--- src/rtl/mc_pkg.sv ---
// Shared types and encodings for the multicycle controller: states, opcodes,
// function codes, ALU control codes and datapath mux selects.
package mc_pkg;

    localparam int unsigned OP_W    = 6;
    localparam int unsigned ALUC_W  = 4;
    localparam int unsigned CNT_W   = 8;

    typedef enum logic [3:0] {
        S_FETCH, S_DECODE, S_MEMADR, S_MEMRD, S_MEMWB, S_MEMWR,
        S_RTYPEEX, S_ALUWB, S_BRANCH, S_IMMEX, S_IMMWB,
        S_JUMP, S_JAL, S_JR
    } state_e;

    // Which rule the ALU decoder applies this state.
    typedef enum logic [1:0] {
        ALU_CLS_ADD, ALU_CLS_SUB, ALU_CLS_FUNCT, ALU_CLS_IMM
    } alu_cls_e;

    localparam logic [OP_W-1:0] OP_RTYPE = 6'b000000;
    localparam logic [OP_W-1:0] OP_J     = 6'b000010;
    localparam logic [OP_W-1:0] OP_JAL   = 6'b000011;
    localparam logic [OP_W-1:0] OP_BEQ   = 6'b000100;
    localparam logic [OP_W-1:0] OP_BNE   = 6'b000101;
    localparam logic [OP_W-1:0] OP_ADDI  = 6'b001000;
    localparam logic [OP_W-1:0] OP_SLTI  = 6'b001010;
    localparam logic [OP_W-1:0] OP_ANDI  = 6'b001100;
    localparam logic [OP_W-1:0] OP_ORI   = 6'b001101;
    localparam logic [OP_W-1:0] OP_LB    = 6'b100000;
    localparam logic [OP_W-1:0] OP_LH    = 6'b100001;
    localparam logic [OP_W-1:0] OP_LW    = 6'b100011;
    localparam logic [OP_W-1:0] OP_LBU   = 6'b100100;
    localparam logic [OP_W-1:0] OP_SW    = 6'b101011;

    localparam logic [OP_W-1:0] FN_SLL   = 6'b000000;
    localparam logic [OP_W-1:0] FN_SRL   = 6'b000010;
    localparam logic [OP_W-1:0] FN_JR    = 6'b001000;
    localparam logic [OP_W-1:0] FN_ADD   = 6'b100000;
    localparam logic [OP_W-1:0] FN_SUB   = 6'b100010;
    localparam logic [OP_W-1:0] FN_AND   = 6'b100100;
    localparam logic [OP_W-1:0] FN_OR    = 6'b100101;
    localparam logic [OP_W-1:0] FN_SLT   = 6'b101010;

    localparam logic [ALUC_W-1:0] ALU_AND = 4'b0000;
    localparam logic [ALUC_W-1:0] ALU_OR  = 4'b0001;
    localparam logic [ALUC_W-1:0] ALU_ADD = 4'b0010;
    localparam logic [ALUC_W-1:0] ALU_SUB = 4'b0110;
    localparam logic [ALUC_W-1:0] ALU_SLT = 4'b0111;
    localparam logic [ALUC_W-1:0] ALU_SLL = 4'b1000;
    localparam logic [ALUC_W-1:0] ALU_SRL = 4'b1001;

    localparam logic [1:0] SRCB_RT      = 2'b00;
    localparam logic [1:0] SRCB_FOUR    = 2'b01;
    localparam logic [1:0] SRCB_IMM     = 2'b10;
    localparam logic [1:0] SRCB_IMM_SH2 = 2'b11;

    localparam logic [1:0] PCSRC_ALU    = 2'b00;
    localparam logic [1:0] PCSRC_ALUOUT = 2'b01;
    localparam logic [1:0] PCSRC_JUMP   = 2'b10;
    localparam logic [1:0] PCSRC_RS     = 2'b11;

    function automatic logic is_mem_state(state_e s);
        return (s == S_FETCH) || (s == S_MEMRD) || (s == S_MEMWR);
    endfunction

    // R-type functs that execute through RTYPEEX (jr is handled separately).
    function automatic logic is_alu_funct(logic [OP_W-1:0] f);
        return (f == FN_ADD) || (f == FN_SUB) || (f == FN_AND) || (f == FN_OR) ||
               (f == FN_SLT) || (f == FN_SLL) || (f == FN_SRL);
    endfunction

endpackage

--- src/rtl/multicycle_controller_if.sv ---
// Controller <-> datapath bundle: instruction fields and status in, control strobes out.
interface mc_if;
    logic [5:0] op;
    logic [5:0] funct;
    logic       zero;
    logic       mem_ready;

    logic       pcen;
    logic       irwrite;
    logic       iord;
    logic       memwrite;
    logic       regwrite;
    logic       memtoreg;
    logic       regdst;
    logic       link;
    logic       lbu;
    logic       half;
    logic       b;
    logic       alusrca;
    logic [1:0] alusrcb;
    logic       zeroext;
    logic [1:0] pcsrc;
    logic [3:0] alucontrol;
    logic       mem_timeout;
    logic       illegal;

    modport master (
        input  op, funct, zero, mem_ready,
        output pcen, irwrite, iord, memwrite, regwrite, memtoreg, regdst, link,
               lbu, half, b, alusrca, alusrcb, zeroext, pcsrc, alucontrol,
               mem_timeout, illegal
    );

    modport slave (
        output op, funct, zero, mem_ready,
        input  pcen, irwrite, iord, memwrite, regwrite, memtoreg, regdst, link,
               lbu, half, b, alusrca, alusrcb, zeroext, pcsrc, alucontrol,
               mem_timeout, illegal
    );
endinterface

--- src/rtl/multicycle_controller_alu_decoder.sv ---
// Combinational ALU control: fixed ADD/SUB, or derived from funct (R-type) or op (immediate).
module alu_decoder
    import mc_pkg::*;
(
    input  alu_cls_e          cls,
    input  logic [OP_W-1:0]   op,
    input  logic [OP_W-1:0]   funct,
    output logic [ALUC_W-1:0] alucontrol
);

    always_comb begin
        alucontrol = ALU_ADD;
        case (cls)
            ALU_CLS_SUB: alucontrol = ALU_SUB;
            ALU_CLS_FUNCT: begin
                case (funct)
                    FN_SUB:  alucontrol = ALU_SUB;
                    FN_AND:  alucontrol = ALU_AND;
                    FN_OR:   alucontrol = ALU_OR;
                    FN_SLT:  alucontrol = ALU_SLT;
                    FN_SLL:  alucontrol = ALU_SLL;
                    FN_SRL:  alucontrol = ALU_SRL;
                    default: alucontrol = ALU_ADD;
                endcase
            end
            ALU_CLS_IMM: begin
                case (op)
                    OP_ANDI: alucontrol = ALU_AND;
                    OP_ORI:  alucontrol = ALU_OR;
                    OP_SLTI: alucontrol = ALU_SLT;
                    default: alucontrol = ALU_ADD;
                endcase
            end
            default: alucontrol = ALU_ADD;
        endcase
    end

endmodule

--- src/rtl/multicycle_controller.sv ---
// Moore control FSM for the shared-memory multicycle datapath, with a
// mem_ready stall handshake and a per-memory-state wait timeout.
module multicycle_controller
    import mc_pkg::*;
#(
    parameter int unsigned WAIT_LIMIT = 255
)
(
    input  logic clk,
    input  logic reset,
    mc_if.master bus
);

    localparam logic [CNT_W-1:0] CNT_MAX    = '1;
    // Timeout fires on the WAIT_LIMIT-th consecutive not-ready cycle of a memory state.
    localparam logic [CNT_W-1:0] TIMEOUT_AT = CNT_W'(WAIT_LIMIT - 1);

    state_e           state_q, state_d;
    logic [CNT_W-1:0] wait_cnt_q, wait_cnt_d;
    alu_cls_e         alu_cls;
    logic             in_mem;
    logic             timeout;

    assign in_mem  = is_mem_state(state_q);
    assign timeout = in_mem && !bus.mem_ready && (wait_cnt_q == TIMEOUT_AT);

    always_ff @(posedge clk or posedge reset) begin
        if (reset) begin
            state_q    <= S_FETCH;
            wait_cnt_q <= '0;
        end else begin
            state_q    <= state_d;
            wait_cnt_q <= wait_cnt_d;
        end
    end

    // Counter runs only while stalled in a memory state; any exit or entry clears it.
    always_comb begin
        wait_cnt_d = '0;
        if (in_mem && !bus.mem_ready && !timeout) begin
            wait_cnt_d = (wait_cnt_q == CNT_MAX) ? wait_cnt_q : wait_cnt_q + CNT_W'(1);
        end
    end

    always_comb begin
        state_d         = state_q;
        alu_cls         = ALU_CLS_ADD;
        bus.pcen        = 1'b0;
        bus.irwrite     = 1'b0;
        bus.iord        = 1'b0;
        bus.memwrite    = 1'b0;
        bus.regwrite    = 1'b0;
        bus.memtoreg    = 1'b0;
        bus.regdst      = 1'b0;
        bus.link        = 1'b0;
        bus.lbu         = 1'b0;
        bus.half        = 1'b0;
        bus.b           = 1'b0;
        bus.alusrca     = 1'b0;
        bus.alusrcb     = SRCB_RT;
        bus.zeroext     = 1'b0;
        bus.pcsrc       = PCSRC_ALU;
        bus.mem_timeout = timeout;
        bus.illegal     = 1'b0;

        case (state_q)
            S_FETCH: begin
                bus.alusrcb = SRCB_FOUR;
                bus.irwrite = bus.mem_ready;
                bus.pcen    = bus.mem_ready;
                if (bus.mem_ready) state_d = S_DECODE;
            end
            S_DECODE: begin
                bus.alusrcb = SRCB_IMM_SH2;
                case (bus.op)
                    OP_LW, OP_LB, OP_LBU, OP_LH, OP_SW: state_d = S_MEMADR;
                    OP_RTYPE: begin
                        if (bus.funct == FN_JR)            state_d = S_JR;
                        else if (is_alu_funct(bus.funct))  state_d = S_RTYPEEX;
                        else begin
                            state_d     = S_FETCH;
                            bus.illegal = 1'b1;
                        end
                    end
                    OP_BEQ, OP_BNE:                     state_d = S_BRANCH;
                    OP_ADDI, OP_ANDI, OP_ORI, OP_SLTI:  state_d = S_IMMEX;
                    OP_J:                               state_d = S_JUMP;
                    OP_JAL:                             state_d = S_JAL;
                    default: begin
                        state_d     = S_FETCH;
                        bus.illegal = 1'b1;
                    end
                endcase
            end
            S_MEMADR: begin
                bus.alusrca = 1'b1;
                bus.alusrcb = SRCB_IMM;
                state_d     = (bus.op == OP_SW) ? S_MEMWR : S_MEMRD;
            end
            S_MEMRD: begin
                bus.iord = 1'b1;
                bus.lbu  = (bus.op == OP_LBU);
                bus.half = (bus.op == OP_LH);
                bus.b    = (bus.op == OP_LB);
                if (bus.mem_ready) state_d = S_MEMWB;
            end
            S_MEMWB: begin
                bus.regwrite = 1'b1;
                bus.memtoreg = 1'b1;
                bus.lbu      = (bus.op == OP_LBU);
                bus.half     = (bus.op == OP_LH);
                bus.b        = (bus.op == OP_LB);
                state_d      = S_FETCH;
            end
            S_MEMWR: begin
                bus.iord     = 1'b1;
                bus.memwrite = 1'b1;
                if (bus.mem_ready) state_d = S_FETCH;
            end
            S_RTYPEEX: begin
                bus.alusrca = 1'b1;
                alu_cls     = ALU_CLS_FUNCT;
                state_d     = S_ALUWB;
            end
            S_ALUWB: begin
                bus.regwrite = 1'b1;
                bus.regdst   = 1'b1;
                state_d      = S_FETCH;
            end
            S_BRANCH: begin
                bus.alusrca = 1'b1;
                alu_cls     = ALU_CLS_SUB;
                bus.pcsrc   = PCSRC_ALUOUT;
                bus.pcen    = bus.zero ^ (bus.op == OP_BNE);
                state_d     = S_FETCH;
            end
            S_IMMEX: begin
                bus.alusrca = 1'b1;
                bus.alusrcb = SRCB_IMM;
                bus.zeroext = (bus.op == OP_ANDI) || (bus.op == OP_ORI);
                alu_cls     = ALU_CLS_IMM;
                state_d     = S_IMMWB;
            end
            S_IMMWB: begin
                bus.regwrite = 1'b1;
                state_d      = S_FETCH;
            end
            S_JUMP: begin
                bus.pcsrc = PCSRC_JUMP;
                bus.pcen  = 1'b1;
                state_d   = S_FETCH;
            end
            S_JAL: begin
                bus.pcsrc    = PCSRC_JUMP;
                bus.pcen     = 1'b1;
                bus.regwrite = 1'b1;
                bus.link     = 1'b1;
                state_d      = S_FETCH;
            end
            S_JR: begin
                bus.pcsrc = PCSRC_RS;
                bus.pcen  = 1'b1;
                state_d   = S_FETCH;
            end
            default: state_d = S_FETCH;
        endcase

        if (timeout) state_d = S_FETCH;

        // Write enables stay low for the whole reset assertion, including the FETCH decode.
        if (reset) begin
            bus.pcen     = 1'b0;
            bus.irwrite  = 1'b0;
            bus.memwrite = 1'b0;
            bus.regwrite = 1'b0;
        end
    end

    alu_decoder u_alu_decoder (
        .cls        (alu_cls),
        .op         (bus.op),
        .funct      (bus.funct),
        .alucontrol (bus.alucontrol)
    );

endmodule

--- src/flat_wrapper.sv ---
// flat-port wrapper written by rule: the top's interface ports become plain ports
module multicycle_controller_flat import mc_pkg::*;
#(
    parameter int unsigned WAIT_LIMIT = 255
)
  (clk, reset, bus_op, bus_funct, bus_zero, bus_mem_ready, bus_pcen, bus_irwrite, bus_iord, bus_memwrite, bus_regwrite, bus_memtoreg, bus_regdst, bus_link, bus_lbu, bus_half, bus_b, bus_alusrca, bus_alusrcb, bus_zeroext, bus_pcsrc, bus_alucontrol, bus_mem_timeout, bus_illegal);
  mc_if bus_i ();
  input  logic clk;
  input  logic reset;
  input wire logic [$bits(bus_i.op)-1:0] bus_op;
  input wire logic [$bits(bus_i.funct)-1:0] bus_funct;
  input wire logic [$bits(bus_i.zero)-1:0] bus_zero;
  input wire logic [$bits(bus_i.mem_ready)-1:0] bus_mem_ready;
  output wire logic [$bits(bus_i.pcen)-1:0] bus_pcen;
  output wire logic [$bits(bus_i.irwrite)-1:0] bus_irwrite;
  output wire logic [$bits(bus_i.iord)-1:0] bus_iord;
  output wire logic [$bits(bus_i.memwrite)-1:0] bus_memwrite;
  output wire logic [$bits(bus_i.regwrite)-1:0] bus_regwrite;
  output wire logic [$bits(bus_i.memtoreg)-1:0] bus_memtoreg;
  output wire logic [$bits(bus_i.regdst)-1:0] bus_regdst;
  output wire logic [$bits(bus_i.link)-1:0] bus_link;
  output wire logic [$bits(bus_i.lbu)-1:0] bus_lbu;
  output wire logic [$bits(bus_i.half)-1:0] bus_half;
  output wire logic [$bits(bus_i.b)-1:0] bus_b;
  output wire logic [$bits(bus_i.alusrca)-1:0] bus_alusrca;
  output wire logic [$bits(bus_i.alusrcb)-1:0] bus_alusrcb;
  output wire logic [$bits(bus_i.zeroext)-1:0] bus_zeroext;
  output wire logic [$bits(bus_i.pcsrc)-1:0] bus_pcsrc;
  output wire logic [$bits(bus_i.alucontrol)-1:0] bus_alucontrol;
  output wire logic [$bits(bus_i.mem_timeout)-1:0] bus_mem_timeout;
  output wire logic [$bits(bus_i.illegal)-1:0] bus_illegal;
  assign bus_i.op = bus_op;
  assign bus_i.funct = bus_funct;
  assign bus_i.zero = bus_zero;
  assign bus_i.mem_ready = bus_mem_ready;
  assign bus_pcen = bus_i.pcen;
  assign bus_irwrite = bus_i.irwrite;
  assign bus_iord = bus_i.iord;
  assign bus_memwrite = bus_i.memwrite;
  assign bus_regwrite = bus_i.regwrite;
  assign bus_memtoreg = bus_i.memtoreg;
  assign bus_regdst = bus_i.regdst;
  assign bus_link = bus_i.link;
  assign bus_lbu = bus_i.lbu;
  assign bus_half = bus_i.half;
  assign bus_b = bus_i.b;
  assign bus_alusrca = bus_i.alusrca;
  assign bus_alusrcb = bus_i.alusrcb;
  assign bus_zeroext = bus_i.zeroext;
  assign bus_pcsrc = bus_i.pcsrc;
  assign bus_alucontrol = bus_i.alucontrol;
  assign bus_mem_timeout = bus_i.mem_timeout;
  assign bus_illegal = bus_i.illegal;
  multicycle_controller #(.WAIT_LIMIT(WAIT_LIMIT)) u_core (.clk(clk), .reset(reset), .bus(bus_i));
endmodule
--- config.mk ---
export PLATFORM = sky130hd
export DESIGN_NAME = multicycle_controller_flat
export DESIGN_NICKNAME = d
export VERILOG_FILES = /design/src/rtl/mc_pkg.sv /design/src/rtl/multicycle_controller_if.sv /design/src/rtl/multicycle_controller_alu_decoder.sv /design/src/rtl/multicycle_controller.sv /design/src/flat_wrapper.sv
export SDC_FILE = /design/constraint.sdc
export NUM_CORES = 1
export LEC_CHECK = 0
export ABC_AREA = 0
export CAP_MARGIN = 20
export CORE_MARGIN = 2
export CORE_UTILIZATION = 40
export CTS_CLUSTER_DIAMETER = 200
export DETAILED_ROUTE_END_ITERATION = 6
export PLACE_DENSITY = 0.69
export SLEW_MARGIN = 10
export SYNTH_ARGS = -nofsm -noshare
export SYNTH_HDL_FRONTEND = slang
export SYNTH_HIERARCHICAL = 1
export SYNTH_SLANG_ARGS = --single-unit
--- constraint.sdc ---
create_clock -name clk -period 2.4 [get_ports clk]
set_input_delay 0.36 -clock clk [delete_from_list [all_inputs] [get_ports clk]]
set_output_delay 0.36 -clock clk [all_outputs]
set_load 0.05 [all_outputs]
; ---- Yosys cells after proc, flatten, opt, wreduce, memory -nomap -nowiden
; Cells that the tools add are included.
[classes]
n_bitwise = 1
n_eq_ne = 42
n_mux = 38
n_addsub = 1
n_reduce_logical = 29
[ops]
columns = op, n
row1 = $eq A6 B6 Y1 const B, 10
row2 = $pmux W4 S6, 2
row3 = $eq A6 B4 Y1 const B, 5
row4 = $pmux W4 S7, 1
row5 = $eq A4 B4 Y1 const B, 6
row6 = $mux W4, 5
row7 = $mux W1, 19
row8 = $eq A6 B2 Y1 const B, 3
row9 = $pmux W2 S3, 3
row10 = $eq A4 B3 Y1 const B, 4
row11 = $eq A8 B8 Y1 const B, 2
row12 = $mux W8, 2
row13 = $reduce_or A13 Y1, 1
row14 = $eq A6 B3 Y1 const B, 2
row15 = $logic_not A6 Y1, 2
row16 = $pmux W4 S3, 1
row17 = $reduce_or A4 Y1, 3
row18 = $reduce_or A2 Y1, 5
row19 = $logic_or A1 B1 Y1, 9
row20 = $ne A3 B2 Y1 const B, 3
row21 = $pmux W3 S3, 1
row22 = $add A8 B1 Y8 const B, 1
row23 = $eq A4 B2 Y1 const B, 2
row24 = $mux W3, 2
row25 = 13 further kinds, 17
[word_totals]
ff_bits = 12
wordCells = 113
inputBits = 16
out_inout_bits = 23

; ---- Logic depth before layout (Yosys ltp)
[logic_depth]
depth_word = 12
depth_mapped = 7

; ---- Modules after synthesis
; The synthesis kept the hierarchy.
[modules_own_cells]
columns = module, cells_each, area_per_inst_um2, instances
row1 = multicycle_controller, 165, 1214.9, 1
row2 = alu_decoder, 24, 158.9, 1

; ---- Worst setup path after synthesis
; Ideal clock, no wire load.
[synth_timing]
path_kind = register -> output
from = register u_core.state_q[3]
to = output bus_alucontrol[3]
path_stages_with_launch = 7
setup_slack_ns = -0.329
required_time_ns = 2.040
arrival_ns = 2.369
path_cell_list = dfrtp_1 > clkbuf_1 > nand2b_1 > o22ai_1 > nor3b_2 > nand2_1 > nor3_1
[synth_between]
elab_chain_cells = 4
elab_cells_between_ends = 8
classes_between = 6 x eq/ne / 2 x mux
[synth_lines]
columns = element, line_no
row1 = from (decl), multicycle_controller.sv:18  ; state_e state_q, state_d;
row2 = from (signal assigned), multicycle_controller.sv:32  ; state_q <= state_d;
row3 = $eq A4 B4 Y1 / $eq A4 B3 Y1 (equally long branches), multicycle_controller.sv:66  ; case (state_q)
row4 = $pmux W2 S3 *, multicycle_controller.sv:66
row5 = net u_core.alu_cls[1], multicycle_controller.sv:20  ; alu_cls_e alu_cls;
row6 = $eq A2 B2 Y1 / $eq A2 B1 Y1 (equally long branches), multicycle_controller_alu_decoder.sv:13  ; case (cls)
row7 = $pmux W4 S3 *, multicycle_controller_alu_decoder.sv:13
row8 = to (decl), flat_wrapper.sv:29  ; output wire logic [$bits(bus_i.alucontrol)-1:0] bus_alucontrol;
; The timed path passes the listed nets; every way through them passes the cells marked *.

; ---- Worst setup path in the final report
[layout_timing]
from = register u_core.state_q[1]
to = output bus_alucontrol[3]
; Same word-level chain as after synthesis.

==> flow_metrics.tcl <==
set metrics [dict create \
    synth-edff-count 0 \
    track_usage 0.2101 \
    final_nets 267 \
    cts-htree-levels 1 \
    endpoint_kind "output pin" \
    power_switching_mw 0.7363 \
    p_seq_frac 0.198 \
    clockBufferDepth 2 \
    grt_max_degree 13 \
    dieWidth_um 62.61 \
    relSlewSlack 0.7051 \
    r2r_slack_ns 0.69 \
    routed_via_density 5.469 \
    p_leak_nw 0.9097 \
    cap_viol_max_count 0 \
    synth_cells 189 \
    cts_buffers 3 \
    crit_path_start_kind "flop" \
    cp_max_fo 5 \
    clock_latency_ns 0.27 \
    tightest_slew_ns 0.4390 \
    synth.top_cell.area_share 0.2186 \
    hold_buffers 0 \
    antenna_found_initial 0 \
    layout_setup_ws_ns 0.06451 \
    detail_route.iter0.violations 72 \
    dieArea_um2 3919 \
    vias 1608 \
    n_antenna_cell 0 \
    postSynth.asyncResetShare 1.000 \
    firstDrtPassIters 4 \
    clk_pin_slew_ns 0.07 \
    wl_per_cell_um 13.70 \
    crit_type "flop to output pin" \
    synth_area_per_cell_um2 7.269 \
    synth_compound_area_frac 0.2140 \
    fin_crit_sh 0.9731 \
    wirelength_mm 4.028 \
    die_h_um 62.61 \
    intPower_mw 0.7927 \
    final_antenna_net_count 0 \
    cts_sinks 12 \
    synth_fa_ha_area_frac 0.02641 \
    ys_seq_area_frac 0.2186 \
    synth_area_um2 1374 \
    clockRootBuffer "clkbuf_4" \
    grt_pass1_wl_mm 6.748 \
    comb_power_share 0.699 \
    post_layout_nonfiller_instances 294 \
    ys_seq_elements 12 \
    maxSlewViolCount 0 \
    hp-class "flop to flop" \
    crit_arrival_ns 1.98 \
    synth_top_area_cell "dfrtp_1" \
    drive_gt1_frac 0.3105 \
    hold_violations 0 \
    io_pins 39 \
    hpwl_mm 3.178 \
    ir_drop_v 0.0004846 \
    ys.flop_type "dfrtp_1" \
    power-per-cell-area_nw_per_um2 699.1 \
    drc 0 \
    grt_remaining_overflow 0 \
    io_buffers 38 \
    fp-row-count 21 \
    syn_nets 207 \
    clock_power_share 0.103 \
    grt_pass1_vias 1521 \
    ys_types 54 \
    status "finished, final reports clean" \
    synth_warnings 6 \
    layout_min_cycle_time_ns 2.335 \
    clock_skew_ns 0.001482 \
    synth_top_family_by_area "simple AND/OR/NAND/NOR gates" \
    crit_required_ns 2.04 \
    initial_core_util 0.4150 \
    switching_share 0.4816 \
    synthMuxAreaShare 0.007286 \
    synth_area_leaders "dfrtp_1, nor2_1, nand2_1" \
    fmaxAchievable_ghz 0.4282 \
    area_growth_pct 59.20 \
    coreArea_um2 3311 \
    synth-simple-area-share 0.4372 \
    final-setup-viol-count 0 \
    place_ws_ns -0.08440 \
    place_congestion 0.8135 \
    cts_tree "done" \
    synth_xor_area_frac 0.03825 \
    dp.cells 285 \
]
kinds of logic after synthesis:
family / count (synthesis)
AOI/OAI and AO/OA: 40
xor gates and xnor gates: 6
adders and majority gates: 3
buffers and inverters: 15
DFF: 12
muxes: 1
and+or+nand+nor: 112
flip-flops by register name (all words and copies together) (netlist names):
register and count:
u_core/state_q 4, u_core/wait_cnt_q 8
final cells by class:
class | count | area (um2)
inverter | 5 | 18.77
tap | 46 | 57.56
timing repair buffer | 65 | 705.7
sequential | 12 | 304.0
fill | 306 | 1124
multi-input combinational | 162 | 1065
clock buffer | 4 | 36.28
power by group through the flow:
stage	Combinational (mW)	Clock, mW	Sequential [mW]
after floorplan	0.669	0	0.262
after global placement	0.953	0	0.312
after detailed placement	0.963	0	0.310
after CTS	0.984	0.166	0.308
after global routing	1.13	0.181	0.309
final	1.07	0.158	0.302
cells in the final DEF (no fill, tap or decap), types with 2 or more instances in the layout:
master,netlist,layout
nand4_1,4,4
clkdlybuf4s50_1,0,13
buf_12,0,14
a21oi_1,7,6
a21o_1,2,2
dfrtp_1,12,9
dfrtp_2,0,3
inv_1,4,4
and4_1,4,4
a211oi_1,5,5
nand2b_1,10,8
nand3_1,8,8
nor2_2,1,2
ha_1,2,2
o21ai_0,4,4
nor3_1,12,10
nor3b_1,3,3
nand3b_1,2,2
a31oi_1,4,4
xnor2_1,6,6
nor3_2,1,3
and3_1,4,4
dlymetal6s2s_1,0,2
o21bai_1,2,2
clkbuf_4,0,3
nor2_1,31,29
nor2b_1,6,5
o21a_1,2,2
buf_4,1,36
nand2_1,17,17
critical path, stage by stage (launching register included):
cell and delay [ns]:
dfrtp_2 0.46, nand2b_1 0.21, o22ai_4 0.23, nor3b_4 0.27
nand2_1 0.13, nor3_2 0.24, buf_12 0.17
stage by stage:
stage / power (mW) / hold slack, ns / cell area, um2 / utilization / TNS, ns
floorplan: 0.9315 / 0.2300 / 1389 / - / -0.2069
global placement: 1.265 / 0.4910 / 2048 / 0.6187 / -0.05751
detailed placement: 1.273 / 0.5016 / 2048 / 0.6187 / -0.08440
CTS: 1.458 / 0.5087 / 2108 / 0.6368 / 0
global route: 1.624 / 0.5292 / 2187 / 0.6606 / -0.01980
finish: 1.529 / 0.5136 / 2187 / 0.6606 / 0
Yosys cell counts (4+ instances only):
library cell / number
xnor2_1: 6
o21ai_0: 4
a21oi_1: 7
dfrtp_1: 12
and3_1: 4
nand4_1: 4
nand3_1: 8
nand2b_1: 10
nor2_1: 31
nor2b_1: 6
nand2_1: 17
and4_1: 4
a211oi_1: 5
a31oi_1: 4
inv_1: 4
nor3_1: 12
what timing repair did:
action	4_1_cts	5_1_grt
endpoints found under the setup margin	3	8
resized for setup	4	13
buffers inserted	0	5
pin swaps	1	3
path summary, 6_finish.rpt:
kind / end / from / depth (start not counted)
max: bus_alucontrol[3] / u_core/state_q[1] / 6
min: u_core/wait_cnt_q[6] / u_core/wait_cnt_q[6] / 1
max reg2reg: u_core/wait_cnt_q[3] / u_core/state_q[3] / 5
min reg2reg: u_core/wait_cnt_q[6] / u_core/wait_cnt_q[6] / 1
max in group asynchronous: u_core/state_q[2] / reset / 3
min in group asynchronous: u_core/wait_cnt_q[1] / reset / 3
metal layers:
metal  routed length (um)  share of wire  global-route usage  vias to the layer above
met1                 1861           0.46              0.2762                      736
met2                 1903           0.47              0.3548                       52
met3                  229          0.057             0.05045                        4
met4                   33         0.0082             0.03611                        0
li1                     -              -                   -                      816
met5                    0              0                   0                        -
Note: power is estimated with default switching activity, not from simulation.
